<file path="src/rtl/mux_arbiter_pkg.sv">
// rtl/mux_arbiter_pkg.sv - shared state enumeration and select encodings for mux_arbiter
package mux_arbiter_pkg;

  typedef enum logic [1:0] {
    IDLE  = 2'd0,
    OWN_A = 2'd1,
    OWN_B = 2'd2
  } state_t;

  localparam logic SEL_A = 1'b0;
  localparam logic SEL_B = 1'b1;

endpackage

</file>
<file path="src/rtl/mux_arbiter_mux2.sv">
// rtl/mux_arbiter_mux2.sv - gate-level one-bit 2:1 mux, y = s ? b : a
module mux2 (
  input  logic i_a,
  input  logic i_b,
  input  logic i_s,
  output logic o_y
);

  wire w_s_n;
  wire w_a_term;
  wire w_b_term;
  wire w_y;

  not u_inv  (w_s_n, i_s);
  and u_and_a(w_a_term, i_a, w_s_n);
  and u_and_b(w_b_term, i_b, i_s);
  or  u_or   (w_y, w_a_term, w_b_term);

  assign o_y = w_y;

endmodule

</file>
<file path="src/rtl/mux_arbiter.sv">
// rtl/mux_arbiter.sv - two-requester round-robin arbiter with registered muxed output
// MUX_ARBITER_HOLD_LIMIT_EN: defined builds the hold counter that forces handoff after MAX_HOLD cycles.
module mux_arbiter
  import mux_arbiter_pkg::*;
#(
  parameter int W        = 8,
  parameter int MAX_HOLD = 15
) (
  input  logic         clk,
  input  logic         rst_n,
  input  logic         req_a,
  input  logic         req_b,
  input  logic [W-1:0] a_data,
  input  logic [W-1:0] b_data,
  output logic         gnt_a,
  output logic         gnt_b,
  output logic         sel,
  output logic [W-1:0] y_data,
  output logic         y_valid
);

  state_t         r_state;
  state_t         w_next;
  logic           r_last_b;
  logic           r_gnt_a;
  logic           r_gnt_b;
  logic           r_sel;
  logic [W-1:0]   r_y_data;
  logic           r_y_valid;
  logic           w_hold_hit;
  logic [W-1:0]   w_mux;

  if (MAX_HOLD < 1 || MAX_HOLD > 255) begin : g_bad_max_hold
    $error("mux_arbiter: MAX_HOLD must be within 1..255");
  end

`ifdef MUX_ARBITER_HOLD_LIMIT_EN
  localparam logic [8:0] HOLD_LIM = 9'(MAX_HOLD);
  logic [7:0] r_hold;

  // r_hold counts ownership cycles already completed, so the current cycle is number r_hold+1
  always_ff @(posedge clk or negedge rst_n) begin
    if (!rst_n) begin
      r_hold <= 8'd0;
    end else if (w_next != r_state) begin
      r_hold <= 8'd0;
    end else if (r_state != IDLE && {1'b0, r_hold} != HOLD_LIM) begin
      r_hold <= r_hold + 8'd1;
    end
  end

  assign w_hold_hit = (r_state != IDLE) && (({1'b0, r_hold} + 9'd1) >= HOLD_LIM);
`else
  assign w_hold_hit = 1'b0;
`endif

  always_comb begin
    w_next = r_state;
    case (r_state)
      IDLE: begin
        if (req_a && req_b) w_next = r_last_b ? OWN_A : OWN_B;
        else if (req_a)     w_next = OWN_A;
        else if (req_b)     w_next = OWN_B;
      end
      OWN_A: begin
        if (!req_a)                 w_next = req_b ? OWN_B : IDLE;
        else if (req_b && w_hold_hit) w_next = OWN_B;
      end
      OWN_B: begin
        if (!req_b)                 w_next = req_a ? OWN_A : IDLE;
        else if (req_a && w_hold_hit) w_next = OWN_A;
      end
      default: w_next = IDLE;
    endcase
  end

  always_ff @(posedge clk or negedge rst_n) begin
    if (!rst_n) begin
      r_state  <= IDLE;
      r_gnt_a  <= 1'b0;
      r_gnt_b  <= 1'b0;
      r_sel    <= SEL_A;
      r_last_b <= 1'b1;
    end else begin
      r_state <= w_next;
      r_gnt_a <= (w_next == OWN_A);
      r_gnt_b <= (w_next == OWN_B);
      if (w_next == OWN_A) begin
        r_sel    <= SEL_A;
        r_last_b <= 1'b0;
      end else if (w_next == OWN_B) begin
        r_sel    <= SEL_B;
        r_last_b <= 1'b1;
      end
    end
  end

  for (genvar i = 0; i < W; i++) begin : g_bit
    mux2 u_mux (
      .i_a(a_data[i]),
      .i_b(b_data[i]),
      .i_s(r_sel),
      .o_y(w_mux[i])
    );
  end

  always_ff @(posedge clk or negedge rst_n) begin
    if (!rst_n) begin
      r_y_data  <= '0;
      r_y_valid <= 1'b0;
    end else begin
      if (r_gnt_a || r_gnt_b) r_y_data <= w_mux;
      r_y_valid <= r_gnt_a | r_gnt_b;
    end
  end

  assign gnt_a   = r_gnt_a;
  assign gnt_b   = r_gnt_b;
  assign sel     = r_sel;
  assign y_data  = r_y_data;
  assign y_valid = r_y_valid;

endmodule

</file>
<file path="config.mk">
export PLATFORM = sky130hd
export DESIGN_NAME = mux_arbiter
export DESIGN_NICKNAME = d
export VERILOG_FILES = /design/src/rtl/mux_arbiter_pkg.sv /design/src/rtl/mux_arbiter_mux2.sv /design/src/rtl/mux_arbiter.sv
export SDC_FILE = /design/constraint.sdc
export NUM_CORES = 1
export LEC_CHECK = 0
export CORE_AREA = 5 5 49 51
export DETAILED_ROUTE_END_ITERATION = 6
export DIE_AREA = 0 0 54 56
export MAX_ROUTING_LAYER = met4
export PLACE_DENSITY = 0.74
export SYNTH_ARGS = -nofsm -noshare
export SYNTH_HDL_FRONTEND = slang
export SYNTH_SLANG_ARGS = --single-unit
</file>
<file path="constraint.sdc">
create_clock -name clk -period 1.6 [get_ports clk]
set_input_delay 0.24 -clock clk [delete_from_list [all_inputs] [get_ports clk]]
set_output_delay 0.24 -clock clk [all_outputs]
set_load 0.01 [all_outputs]
</file>
==> run metrics <==
most common cell after layout, fill and taps aside=clkdlybuf4s50_1; Post-CTS Setup Inserts=0; Clock Path Buffers=2; DRT antenna net count=0; RD Place Congestion=between 0.7 and 0.8; RSZ-0062 raised after global routing=false; vias in the first global route=558; Final Skew=roughly 0.0054 ns; chip height=between 50 and 60 um; Port Buf Inserts=31; CTS tree=yes; # diodes=0; worst slack at placement=~0.014 ns; Worst-path clk slew=0.10 ns; Worst Setup SP=r_last_b; Root Buffer=clkbuf_4; final setup violating endpoints=0; GRT Total Usage=11.9%; Core Footprint=between 1500 and 2000 um2; final hold slack=0.194 ns; placement row count=16; share of cells above drive strength 1=17.0%; Crit-path slowest cell=dfstp_2; DIE AREA=3020 um2; final design utilization=a little under three fifths; Avg WL per Cell=about 13 um; die width=54 um; Max Transition Viols Final=0; critical path's largest stage delay=0.56 ns; Nets=between 100 and 150; pwr/cell area=about 1600 nW/um2; WS Path Type=reg2reg; register share of total power=a little under two fifths; Worst Hold Class=in2async; Tmin final=about 1.4 ns; vias per cell=4.56; CP Max Fanout=3; status=completed; Max Cap Viol=0; RR Startpoint=r_last_b; first-pass GRT wire length=approximately 2500 um; DR vias=around 550; Comb power frac=49.9%; most frequent cells in the layout=clkdlybuf4s50_1 (31), dfrtp_1 (14), nor2_1 (11); Initial Util=37.1%; H-tree depth=1; Lkg Pwr=~0.46 nW; total overflow reported by the global router=0; Area Growth Syn to Fin=50.4%; fill count=174; largest net degree at the start of global routing=18; crit path capture type=register; Worst-Skew Late Latency=0.28 ns; P_sw=0.586 mW; initial antenna violation count=0; Fin. Hold Viols=0; IO Pins=32; DRC viols=0; Post-Syn Area=706 um2; CTS Buf Count=3; CTS Hold Bufs=0; final instance area=1060 um2; setup TNS=0 ns; number of distinct library cells after synthesis=16; Sw Ratio=around a third; Syn Area/Cell=about 12 um2; DP HPWL=between 1000 and 1500 um; worst setup margin=between 0.15 and 0.2 ns; Seq. cell area=about 380 um2; Max VDD drop=a little under 0.0009 V; Synthesized Nets=between 80 and 90; DR pass1 iterations=4; Clk pwr share=about an eighth; crit-path leading delay family=flip-flops; multi-input logic area=approximately 290 um2; Slew @ Worst Pin=approximately 0.7 ns; Final Cycle Share=89.9%; Post-CTS Resized=0; Critical Path AT=approximately 1.6 ns; Internal=roughly 1.1 mW; cell count after synthesis=60; Sink Count=15; worst-path cell chain=nor2_1, nor2_1, o21ai_0, ha_1, nand2_1, o21ai_0; post-synthesis sequential area ratio=between 50 and 60%; Slew HR=between 50% and 60%; Detailed Route WL=1560 um; Worst Setup Start Kind=register; Max Clk Rate=between 600 and 700 MHz; Buf/Inv on CP=0; Ys Warns=0; Placed Instance Area=approximately 1000 um2; drt first-iter violations=12; required time worst endpoint=1.77 ns; Yosys reg bits=15
[state kept, by name (all words and copies together), names as in the netlist]
signal,count
gnt_a,1
gnt_b,1
r_last_b,1
r_state,2
sel,1
y_data,8
y_valid,1
[final cells by class]
class	instances	area share (%)
Inverter	2	0.708
Multi-Input combinational cell	40	27.4
Sequential cell	15	35.5
Timing Repair Buffer	33	30.7
Clock buffer	3	2.12
Tap cell	27	3.18
Clock inverter	1	0.472
[kinds of logic (layout without fill, tap and decap cells)]
family          count (synthesis)  in the layout  synth area share [%]
flops                          15             15                  53.4
compound gates                 14             14                  14.9
simple gates                   14             14                  8.16
mux                             9              9                  12.8
buf+inv                         5             39                  5.50
fa+ha+maj                       3              3                  5.32
[synthesized netlist by cell type]
cell type / count / share of area, %
or2_1: 1 / 0.89
a21oi_2: 8 / 9.9
dfrtp_1: 14 / 50
dfstp_2: 1 / 3.7
buf_8: 1 / 2.1
o21ai_0: 3 / 2.1
buf_6: 1 / 1.6
o21a_1: 2 / 2.1
nand2_1: 1 / 0.53
inv_1: 2 / 1.1
buf_2: 1 / 0.71
mux2i_1: 9 / 13
a21oi_1: 1 / 0.71
nor2_1: 11 / 5.9
ha_1: 3 / 5.3
nor2_2: 1 / 0.89
[power by group through the flow]
stage	clock, mW	combinational [mW]	sequential (mW)
finish	0.220	0.831	0.615
global route	0.243	0.914	0.635
CTS	0.229	0.848	0.617
detailed placement	0	0.846	0.624
global placement	0	0.829	0.620
floorplan	0	0.424	0.683
[worst paths after layout]
check                           end  slack (ns)  cells past startpoint
max                             sel        0.16                      6
min                             sel        0.19                      1
max reg2reg                     sel        0.16                      6
min reg2reg                r_last_b        0.49                      2
max in group asynchronous   y_valid        0.97                      2
min in group clk           r_last_b        0.49                      2
[metal layers]
metal / global-route usage, % / share of wire, %
met1: 13.2 / 41
met2: 18.2 / 49
met3: 2.68 / 7.9
met4: 8.54 / 2.6
met5: - / 0
[per-stage QoR]
step                      std cells  power (mW)
after global placement          117        1.45
final                           121        1.67
after CTS                       121        1.69
after global routing            121        1.79
after floorplan                  60        1.11
after detailed placement        117        1.47
No activity file was read; power rests on OpenSTA's default activity.
